$ cat config.mk
export PLATFORM = sky130hd
export DESIGN_NAME = pipe_hazard_ctrl
export DESIGN_NICKNAME = d
export VERILOG_FILES = /design/src/rtl/epu_pkg.sv /design/src/rtl/load_use_detect.sv /design/src/rtl/pipe_hazard_ctrl.sv
export SDC_FILE = /design/constraint.sdc
export NUM_CORES = 1
export LEC_CHECK = 0
export ABC_CLOCK_PERIOD_IN_PS = 5800
export CAP_MARGIN = 20
export CORE_MARGIN = 2
export CORE_UTILIZATION = 33
export DETAILED_ROUTE_END_ITERATION = 10
export GPL_TIMING_DRIVEN = 0
export PLACE_DENSITY = 0.88
export SLEW_MARGIN = 5
export SYNTH_ARGS = -nofsm -noshare
export SYNTH_HDL_FRONTEND = slang
export SYNTH_SLANG_ARGS = --single-unit
export TNS_END_PERCENT = 5
$ cat constraint.sdc
create_clock -name clk_in -period 5.8 [get_ports clk_in]
set_input_delay 1.45 -clock clk_in [delete_from_list [all_inputs] [get_ports clk_in]]
set_output_delay 1.45 -clock clk_in [all_outputs]
set_load 0.005 [all_outputs]
$ cat src/rtl/epu_pkg.sv
// epu_pkg: shared instruction-type codes, NOP defaults and hazard FSM state encoding
package epu_pkg;
    localparam logic [6:0]  LOAD     = 7'b0000011;
    localparam logic [6:0]  ADDI     = 7'b0010011;
    localparam logic [31:0] ZeroWord = 32'h0000_0000;
    localparam logic [31:0] NOP_INS  = 32'h0000_0013;
    localparam logic [6:0]  NOP_TYPE = ADDI;
    typedef enum logic [1:0] {
        ST_RUN      = 2'd0,
        ST_MEM_WAIT = 2'd1,
        ST_FLUSH    = 2'd2
    } hz_state_e;
endpackage

$ cat src/rtl/load_use_detect.sv
// load_use_detect: flags an ID instruction reading the rd of a load still in EX
//   ex_ins_type/ex_rd_addr : instruction type and destination held in ID/EX
//   id_r*_addr/id_r*_used  : ID-stage source registers and their read enables
//   hazard                 : 1 when a one-cycle bubble is needed
module load_use_detect
    import epu_pkg::*;
(
    input  logic [6:0] ex_ins_type,
    input  logic [4:0] ex_rd_addr,
    input  logic [4:0] id_r1_addr,
    input  logic       id_r1_used,
    input  logic [4:0] id_r2_addr,
    input  logic       id_r2_used,
    output logic       hazard
);
    // x0 is hardwired zero, so a load targeting it never creates a dependency
    assign hazard = (ex_ins_type == LOAD) && (ex_rd_addr != 5'd0) &&
                    ((id_r1_used && id_r1_addr == ex_rd_addr) ||
                     (id_r2_used && id_r2_addr == ex_rd_addr));
endmodule

$ cat src/rtl/pipe_hazard_ctrl.sv
// pipe_hazard_ctrl: stall/flush sequencer for load-use and control hazards in the 5-stage pipeline
//   clk_in, rst_in (sync, active-high), rdy_in (0 freezes everything)
//   id_r1/r2_addr/used, ex_ins_type, ex_rd_addr : load-use detection inputs
//   ex_branch_taken, mem_busy, if_busy          : control / memory events
//   stall_pc, stall_if_id, stall_id_ex, stall_ex_mem, clear_if_id, clear_id_ex : pipeline strobes
//   perf_stall_cnt, perf_flush_cnt : counters, live only when PIPE_PERF_CNT_EN is defined
module pipe_hazard_ctrl
    import epu_pkg::*;
#(
    parameter int FLUSH_CYCLES = 1,
    parameter int CNT_WIDTH    = 32
) (
    input  logic                 clk_in,
    input  logic                 rst_in,
    input  logic                 rdy_in,
    input  logic [4:0]           id_r1_addr,
    input  logic                 id_r1_used,
    input  logic [4:0]           id_r2_addr,
    input  logic                 id_r2_used,
    input  logic [6:0]           ex_ins_type,
    input  logic [4:0]           ex_rd_addr,
    input  logic                 ex_branch_taken,
    input  logic                 mem_busy,
    input  logic                 if_busy,
    output logic                 stall_pc,
    output logic                 stall_if_id,
    output logic                 stall_id_ex,
    output logic                 stall_ex_mem,
    output logic                 clear_if_id,
    output logic                 clear_id_ex,
    output logic [CNT_WIDTH-1:0] perf_stall_cnt,
    output logic [CNT_WIDTH-1:0] perf_flush_cnt
);
    localparam logic [2:0] CNT_LOAD = 3'(FLUSH_CYCLES - 1);
    localparam logic       MULTI    = FLUSH_CYCLES > 1;

    hz_state_e  state, state_n;
    logic [2:0] cnt, cnt_n;
    logic       pend, pend_n;
    logic       lu_hazard, stall_all, br_apply;

    load_use_detect u_lud (
        .ex_ins_type (ex_ins_type),
        .ex_rd_addr  (ex_rd_addr),
        .id_r1_addr  (id_r1_addr),
        .id_r1_used  (id_r1_used),
        .id_r2_addr  (id_r2_addr),
        .id_r2_used  (id_r2_used),
        .hazard      (lu_hazard)
    );

    always_comb begin
        state_n     = state;
        cnt_n       = cnt;
        pend_n      = pend;
        stall_all   = 1'b0;
        br_apply    = 1'b0;
        stall_pc    = 1'b0;
        stall_if_id = 1'b0;
        clear_if_id = 1'b0;
        clear_id_ex = 1'b0;
        if (rst_in) begin
            clear_if_id = 1'b1;
            clear_id_ex = 1'b1;
        end else if (!rdy_in) begin
            stall_all = 1'b1;
        end else if (state == ST_FLUSH) begin
            if (mem_busy) begin
                stall_all = 1'b1;
            end else if (ex_branch_taken) begin
                br_apply    = 1'b1;
                clear_if_id = 1'b1;
                clear_id_ex = 1'b1;
                cnt_n       = CNT_LOAD;
                state_n     = MULTI ? ST_FLUSH : ST_RUN;
            end else begin
                clear_if_id = 1'b1;
                cnt_n       = cnt - 3'd1;
                state_n     = (cnt == 3'd1) ? ST_RUN : ST_FLUSH;
            end
        end else if (mem_busy) begin
            // a branch resolving while memory is stalled is remembered and applied on release
            stall_all = 1'b1;
            state_n   = ST_MEM_WAIT;
            pend_n    = pend | ex_branch_taken;
        end else if (ex_branch_taken || pend) begin
            br_apply    = 1'b1;
            pend_n      = 1'b0;
            clear_if_id = 1'b1;
            clear_id_ex = 1'b1;
            cnt_n       = CNT_LOAD;
            state_n     = MULTI ? ST_FLUSH : ST_RUN;
        end else begin
            state_n = ST_RUN;
            if (lu_hazard) begin
                stall_pc    = 1'b1;
                stall_if_id = 1'b1;
                clear_id_ex = 1'b1;
            end else if (if_busy) begin
                clear_if_id = 1'b1;
            end
        end
        stall_pc     = stall_pc | stall_all;
        stall_if_id  = stall_if_id | stall_all;
        stall_id_ex  = stall_all;
        stall_ex_mem = stall_all;
    end

    always_ff @(posedge clk_in) begin
        if (rst_in) begin
            state <= ST_RUN;
            cnt   <= 3'd0;
            pend  <= 1'b0;
        end else if (rdy_in) begin
            state <= state_n;
            cnt   <= cnt_n;
            pend  <= pend_n;
        end
    end

    // after IF/ID and ID/EX are cleared, EX cannot hold another taken branch during refill
    assert property (@(posedge clk_in) disable iff (rst_in)
        !(rdy_in && state == ST_FLUSH && !mem_busy && ex_branch_taken));

`ifdef PIPE_PERF_CNT_EN
    always_ff @(posedge clk_in) begin
        if (rst_in) begin
            perf_stall_cnt <= '0;
            perf_flush_cnt <= '0;
        end else begin
            if (stall_pc && rdy_in) perf_stall_cnt <= perf_stall_cnt + 1'b1;
            if (br_apply) perf_flush_cnt <= perf_flush_cnt + 1'b1;
        end
    end
`else
    assign perf_stall_cnt = CNT_WIDTH'(ZeroWord);
    assign perf_flush_cnt = CNT_WIDTH'(ZeroWord);
`endif
endmodule

==> results of run 1 <==
==> worst paths after layout <==
kind | start | endpoint | slack, ns | cells after the start
min | state[1] | state[1] | 0.48 | 2
max | ex_rd_addr[2] | stall_pc | 0.80 | 7
max reg2reg | state[1] | cnt[2] | 4.62 | 4
min reg2reg | state[1] | state[1] | 0.48 | 2
==> cells by family (layout without fill, tap and decap cells) <==
logic type	after synthesis	after routing	synth area share [%]
buffers and inverters	72	109	50.8
AND/OR/NAND/NOR	24	24	14.0
AO/OA/AOI/OAI	17	17	11.3
XOR/XNOR	10	10	8.48
flip-flops	6	6	11.6
adder cells (fa/ha/maj)	2	2	2.42
other	1	64	0.363
multiplexers	1	1	0.969
==> routing by layer <==
layer,GRT usage (%),wire length [um],part of all wire (%)
met1,10.4,699,35
met2,16.8,956,48
met3,3.90,322,16
met4,3.81,6,0.30
met5,0,0,0
==> report_power, final <==
| part | switching (mW) | internal (mW) |
|---|---|---|
| logic | 0.0305 | 0.0583 |
| clock network | 0.0167 | 0.0235 |
| registers | 0.000788 | 0.0422 |
| total | 0.0481 | 0.124 |
==> synthesized netlist by cell type (3+ instances only) <==
cell / instances / area share (%)
buf_4: 66 / 48
xor2_1: 8 / 6.8
nor3_1: 3 / 1.5
dfxtp_1: 6 / 12
nand2b_1: 4 / 2.4
nor4_1: 3 / 1.8
inv_1: 5 / 1.8
a21oi_1: 5 / 2.4
nor2_1: 4 / 1.5
==> critical path: stages <==
cell and delay [ns]:
clkdlybuf4s50_1 0.46, xor2_1 0.19, nor4_1 0.27, a32oi_1 0.19, o31ai_1 0.34, buf_4 0.16
clkdlybuf4s50_1 0.49
==> per-stage QoR <==
stage / power [mW] / cell area [um2] / cells / worst slack, ns / hold WS, ns
finish: 0.172 / 1690 / 277 / 0.797 / 0.480
global route: 0.186 / 1690 / 277 / 0.614 / 0.504
CTS: 0.173 / 1690 / 277 / 0.780 / 0.471
detailed placement: 0.131 / 1670 / 274 / 0.789 / 0.464
global placement: 0.130 / 1670 / 274 / 0.768 / 0.454
floorplan: 0.101 / 1270 / 196 / 1.76 / 0.440
==> flip-flops by register name, summed over array words and instances (netlist names) <==
signal and flops:
cnt 3, pend 1, state 2
==> layout make-up <==
type | count | area [um2] | area share, %
Sequential cell | 6 | 120 | 7.12
Timing Repair Buffer | 34 | 340 | 20.2
Clock buffer | 3 | 22.5 | 1.33
Buffer | 67 | 507 | 30.0
Inverter | 5 | 18.8 | 1.11
Tap cell | 44 | 55.1 | 3.26
Multi-Input combinational cell | 118 | 624 | 37.0
==> results.sh, run 1 <==
export IMPL_viasPerCell=3.38
export IMPL_rows=20
export IMPL_final_common_cell="buf_4"
export IMPL_core_area_mm2=0.00303
export IMPL_cts_inserted_buffers=3
export IMPL_io_pins=100
export IMPL_layout_common_cells="buf_4, conb_1, clkdlybuf4s50_1"
export IMPL_worst_ir_drop_vdd_mv=0.0701
export IMPL_yosys_warnings=0
export IMPL_syn_to_final_growth_pct=63.3
export IMPL_final_antenna_net_count=0
export IMPL_place_congestion=0.760
export IMPL_cts_root_buffer="clkbuf_4"
export IMPL_slew_violations=0
export IMPL_wl_per_cell_um=7.16
export IMPL_hold_buffers=0
export IMPL_grt_setup_unrepaired="false"
export IMPL_netlist_area_mm2=0.00103
export IMPL_synth_flop_cell="dfxtp_1"
export IMPL_setup_violations_final=0
export IMPL_port_buffers=34
export IMPL_finalHoldViolations=0
export IMPL_vias=935
export IMPL_cts_clk_slew_worst_paths_ns=0.04
export IMPL_fillers=278
export IMPL_period_minus_slack_ns=5.00
export IMPL_synth_cells=133
export IMPL_power_density_mw_per_mm2=102
export IMPL_drc=0
export IMPL_dp_hpwl_um=1820
export IMPL_synth_seq_area_share_pct=11.6
export IMPL_holdCritPathClass="reg2reg"
export IMPL_fmax_ghz=0.200
export IMPL_cp_data_arrival_time_ns=3.55
export IMPL_setup_tns_ns=0
export IMPL_synth_edf_count=0
export IMPL_ys_ff_latch=6
export IMPL_leakage_nw=0.906
export IMPL_antenna_found_initial=0
export IMPL_drive_gt1_share_pct=31.8
export IMPL_skew_ns=0.00428
export IMPL_crit_type="in2out"
export IMPL_drv_cap=0
export IMPL_grt_pass1_vias=652
export IMPL_drtIter0Drc=9
export IMPL_status="completed"
export IMPL_clock_sinks=6
export IMPL_overflow=0
export IMPL_dieArea_mm2=0.00360
export IMPL_ctsResizeCount=0
export IMPL_dieHeight_um=60.0
export IMPL_crit_fanout=3
export IMPL_routed_wl_um=1980
export IMPL_clk_path_buf_depth=2
export IMPL_post_cts_setup_buffer_count=0
export IMPL_grt_pass1_wl_um=2630
export IMPL_cts_tree="done"
export IMPL_grt_max_degree=10
export IMPL_synthArstFlopShare_pct=0
export IMPL_cp_end_kind="output port"
export IMPL_cp_required_ns=4.35
export IMPL_grtUsageTotal_pct=9.68
export IMPL_die_w_um=60.0
export IMPL_startpoint_type="primary input"
export IMPL_detailedRoute_firstPassIterationCount=4
export IMPL_syn_avg_cell_area_um2=7.77
export IMPL_synth_cell_types=32
export IMPL_finalNetCount=267
export IMPL_postLayoutCoreUtil_pct=55.7
export IMPL_antenna_cells=0
export IMPL_htreeDepth=1
export IMPL_timing_final_crit_share_pct=86.3
export IMPL_clk_latency_ns=0.25
export IMPL_start_util_pct=34.1
Note: power is estimated with default switching activity, not from simulation.
==> run 2: changes to the inputs <==
--- a/config.mk
+++ b/config.mk
@@ -7,7 +7,7 @@
 export LEC_CHECK = 0
 export ABC_CLOCK_PERIOD_IN_PS = 5800
 export CAP_MARGIN = 20
-export CORE_MARGIN = 2
+export CORE_MARGIN = 4
 export CORE_UTILIZATION = 33
 export DETAILED_ROUTE_END_ITERATION = 10
 export GPL_TIMING_DRIVEN = 0
==> results.sh, run 2 (synthesis results as in run 1) <==
export IMPL_status="completed"
export IMPL_hold_path_depth=2
export IMPL_antenna_found_initial=0
export IMPL_fin_ws_ns=0.786
export IMPL_dp_hpwl_um=2090
export IMPL_cts_root_buffer="clkbuf_4"
export IMPL_p_sw_mw=0.0482
export IMPL_grt_setup_unrepaired="false"
export IMPL_slew_violations=0
export IMPL_crit_fanout=3
export IMPL_io_pins=100
export IMPL_fmax_ghz=0.199
export IMPL_syn_to_final_growth_pct=63.3
export IMPL_cp_required_ns=4.35
export IMPL_intPower_mw=0.124
export IMPL_grt_pass1_wl_um=3240
export IMPL_ctsResizeCount=0
export IMPL_timing_final_crit_share_pct=86.4
export IMPL_finalNetCount=267
export IMPL_r2r_cells=4
export IMPL_routed_wl_um=2240
export IMPL_whs_ns=0.469
export IMPL_power_density_mw_per_mm2=102
export IMPL_cp_end_kind="output port"
export IMPL_core_area_mm2=0.00303
export IMPL_switching_share_pct=28.0
export IMPL_worst_ir_drop_vdd_mv=0.0574
export IMPL_regMostFlops="cnt"
export IMPL_antenna_cells=0
export IMPL_setup_violations_final=0
export IMPL_crit_type="in2out"
export IMPL_drv_cap=0
export IMPL_startpoint_type="primary input"
export IMPL_viasPerCell=3.42
export IMPL_p_comb_share_pct=51.9
export IMPL_overflow=0
export IMPL_rr_endpoint="cnt[2]"
export IMPL_drtIter0Drc=17
export IMPL_final_common_cell="buf_4"
export IMPL_final_antenna_net_count=0
export IMPL_vias=947
export IMPL_post_cts_setup_buffer_count=0
export IMPL_grt_max_degree=10
export IMPL_dieHeight_um=64.0
export IMPL_holdCritPathClass="reg2reg"
export IMPL_hold_buffers=0
export IMPL_wl_per_cell_um=8.08
export IMPL_period_minus_slack_ns=5.01
export IMPL_post_place_ws_ns=0.760
export IMPL_cts_clk_slew_worst_paths_ns=0.05
export IMPL_fillers=293
export IMPL_p_seq_share_pct=25.0
export IMPL_grt_pass1_vias=769
export IMPL_skew_ns=0.00237
export IMPL_dieArea_mm2=0.00409
export IMPL_htreeDepth=1
export IMPL_reg_top3="cnt (3), state (2), pend (1)"
export IMPL_hold_end="state[1]"
export IMPL_place_congestion=0.734
export IMPL_port_buffers=34
export IMPL_detailedRoute_firstPassIterationCount=4
export IMPL_r2r_slack_ns=4.63
export IMPL_layout_common_cells="buf_4, conb_1, clkdlybuf4s50_1"
export IMPL_clk_path_buf_depth=2
export IMPL_placed_area_mm2=0.00167
export IMPL_die_w_um=64.0
export IMPL_cts_tree="done"
export IMPL_power_frac_clock_pct=23.1
export IMPL_leakage_nw=0.906
export IMPL_clock_sinks=6
export IMPL_largest_reg_flops=3
export IMPL_drive_gt1_share_pct=31.8
export IMPL_setup_tns_ns=0
export IMPL_finalHoldViolations=0
export IMPL_cp_data_arrival_time_ns=3.56
export IMPL_rows=20
export IMPL_clk_latency_ns=0.25
export IMPL_start_util_pct=34.1
export IMPL_fin_area_mm2=0.00169
export IMPL_cts_inserted_buffers=3
export IMPL_hp_start="state[1]"
export IMPL_grtUsageTotal_pct=9.88
export IMPL_drc=0
export IMPL_rr_startpoint="state[1]"
==> run 2: cell counts in the layout (fill, tap and decap cells not counted) <==
Identical to the previous run, type by type.
==> run 2: final cells by class <==
cell class | instances | area, um2 | share of cell area (%)
Timing Repair Buffer | 34 | 340 | 20.2
Multi-Input combinational cell | 118 | 624 | 37.0
Inverter | 5 | 18.8 | 1.11
Sequential cell | 6 | 120 | 7.12
Tap cell | 44 | 55.1 | 3.26
Clock buffer | 3 | 22.5 | 1.33
Buffer | 67 | 507 | 30.0
==> run 2: through the flow <==
stage / cells / total power, mW / util, %
finish: 277 / 0.172 / 55.7
global route: 277 / 0.184 / 55.7
CTS: 277 / 0.172 / 55.7
detailed placement: 274 / 0.131 / 55.0
global placement: 274 / 0.130 / 55.0
floorplan: 196 / 0.101 / -
==> run 2: per-layer routing <==
layer	up-vias	share of wire, %	GRT usage (%)
li1	508	-	-
met1	383	35	10.6
met2	53	51	17.2
met3	3	13	3.87
met4	0	1.1	4.04
met5	-	0	0
==> run 2: worst max path at each step <==
| stage | endpoint | cells past startpoint | slack [ns] | startpoint |
|---|---|---|---|---|
| floorplan | stall_pc | 4 | 1.76 | ex_branch_taken |
| global placement | stall_pc | 7 | 0.77 | ex_rd_addr[3] |
| detailed placement | stall_pc | 7 | 0.76 | ex_rd_addr[3] |
| CTS | stall_pc | 7 | 0.76 | ex_rd_addr[3] |
| global route | stall_pc | 7 | 0.64 | ex_rd_addr[3] |
| finish | stall_pc | 7 | 0.79 | ex_rd_addr[3] |
==> run 2: power by group through the flow <==
stage	Clock (mW)	Combinational [mW]	Sequential (mW)
2_1_floorplan	0	0.0570	0.0436
3_3_place_gp	0	0.0863	0.0437
3_5_place_dp	0	0.0870	0.0438
4_1_cts	0.0416	0.0872	0.0430
5_1_grt	0.0426	0.0985	0.0431
6_report	0.0399	0.0894	0.0430
==> run 2: critical path, cell delays in order <==
cell and delay, ns:
clkdlybuf4s50_1 0.46, xor2_1 0.18, nor4_1 0.29, a32oi_1 0.19, o31ai_1 0.34, buf_4 0.16
clkdlybuf4s50_1 0.49
==> run 3: changes to the inputs <==
--- a/config.mk
+++ b/config.mk
@@ -9,6 +9,8 @@
 export CAP_MARGIN = 20
 export CORE_MARGIN = 4
 export CORE_UTILIZATION = 33
+export CTS_CLUSTER_DIAMETER = 150
+export CTS_CLUSTER_SIZE = 30
 export DETAILED_ROUTE_END_ITERATION = 10
 export GPL_TIMING_DRIVEN = 0
 export PLACE_DENSITY = 0.88
==> results of run 3 <==
No change in the layout: final DEF, timing and power equal those of run 2.
==> patch (config.mk and constraints of run 3) <==
The parameter `CNT_WIDTH` goes from 32 to 28.
--- a/src/rtl/pipe_hazard_ctrl.sv
+++ b/src/rtl/pipe_hazard_ctrl.sv
@@ -9,5 +9,5 @@
 #(
     parameter int FLUSH_CYCLES = 1,
-    parameter int CNT_WIDTH    = 32
+    parameter int CNT_WIDTH    = 28
 ) (
     input  logic                 clk_in,
Ports: changed (resized perf_flush_cnt and perf_stall_cnt); port bits go from 100 to 92. The function was not compared with the original's and may differ.
==> patch against run 3 <==
Area after synthesis decreased by 5.8%; setup slack got worse by 0.093 ns; utilization increased by 1.1 points; cell area decreased by 6.3%; power decreased by 2.4%; sequential cell count unchanged; worst hold slack improved by 0.0030 ns; critical endpoint unchanged; clock skew about the same; routed wire length increased by 1.9%; maximum frequency decreased by 1.8%; combinational power decreased by 5.8%.
==> patch: results (changes against run 3) <==
Drt
  – Met2 WL: 1060 um (-6.6%)
  – Met3 WL post-DR: 328 um (+9.3%)
  – 1st-iter DRT viols: 16 (-1)
  – Drt via density: 3.70 (+8.3%)
  – WL met1: 874 um (+12%)
  – Post-Route WL: 2280 um (+1.9%)

Logic synthesis
  – Adder-Cell Fraction of Synth Area: 2.57% (+0.15 points)
  – Synth Instances: 125 (-6.0%)
  – Synth top cells by count: buf_4 (58), xor2_1 (8), dfxtp_1 (6)
  – Area contributors post-synth: buf_4 (45%), dfxtp_1 (12%), xor2_1 (7.2%)
  – Synth Area in Compound Gates: 12.0% (+0.69 points)
  – Mux cell area share after synthesis: 1.03% (+0.060 points)
  – Post-synthesis sequential area ratio: 12.3% (+0.72 points)

Final layout
  – Nonclk inv count: 5 (unchanged)
  – Non-clock buffer share: 49.8% (-0.42 points)
  – Fraction of area in multi-input gates: 37.6% (+0.59 points)
  – FF/Latch Area: 120 um^2 (unchanged)
  – Finished Cell Area: 0.00158 mm^2 (-6.3%)
  – # fillers: 256 (-13%)
  – Non-clk bufs: 93 (-7.9%)
  – Multi-input gates: 110 (-6.8%)
  – Layout cell share with drive strength beyond 1: 30.4% (-1.3 points)
  – ClkCell Share: 1.42% (+0.090 points)

Placed design
  – Post-DP HPWL: 2060 um (-1.5%)
  – Post-Place Worst Slack: 0.698 ns (-0.0624 ns)
  – Routability Congestion: 0.736 (+0.26%)

Global route
  – M3 GR Usage: 5.59% (+1.7 points)
  – Total GRT Usage: 11.5% (+1.7 points)
  – Met1 GRT Util: 13.4% (+2.8 points)
  – GR peak layer: met2
  – GR Util met2: 18.8% (+1.6 points)
  – Vias in the first global route: 817 (+6.2%)
  – First-pass GRT wire length: 3730 um (+15%)

Status
  – Status: finished clean

Pwr
  – LEAKAGE: 0.000836 uW (-7.7%)
  – Maximum VDD drop: 0.103 mV (+78%)
  – Switching part of the total power: 28.2% (+0.22 points)

Critical path
  – Critical Path AT: 3.66 ns (+0.10 ns)

Timing
  – Skew final: 0.00270 ns (+0.000330 ns)
## patch: cell count changes after synthesis, sizes merged
| cell | delta |
|---|---|
| buf | -8 |
## patch: power by group through the flow
stage / combinational [uW] / clock (uW) / sequential (uW)
2_1_floorplan: 51.9 / 0 / 43.6
3_3_place_gp: 81.2 / 0 / 43.8
3_5_place_dp: 82.0 / 0 / 43.8
4_1_cts: 82.3 / 42.1 / 43.0
5_1_grt: 92.6 / 44.9 / 43.2
6_report: 84.2 / 40.9 / 43.1
## patch: worst paths after layout
path / start / endpoint / slack (ns) / cells past startpoint
max: ex_rd_addr[3] / stall_pc / 0.69 / 7
min: state[1]$_SDFFE_PP0P_ / state[1]$_SDFFE_PP0P_ / 0.47 / 2
max reg2reg: state[1]$_SDFFE_PP0P_ / cnt[2]$_SDFFE_PP0P_ / 4.61 / 4
min reg2reg: state[1]$_SDFFE_PP0P_ / state[1]$_SDFFE_PP0P_ / 0.47 / 2
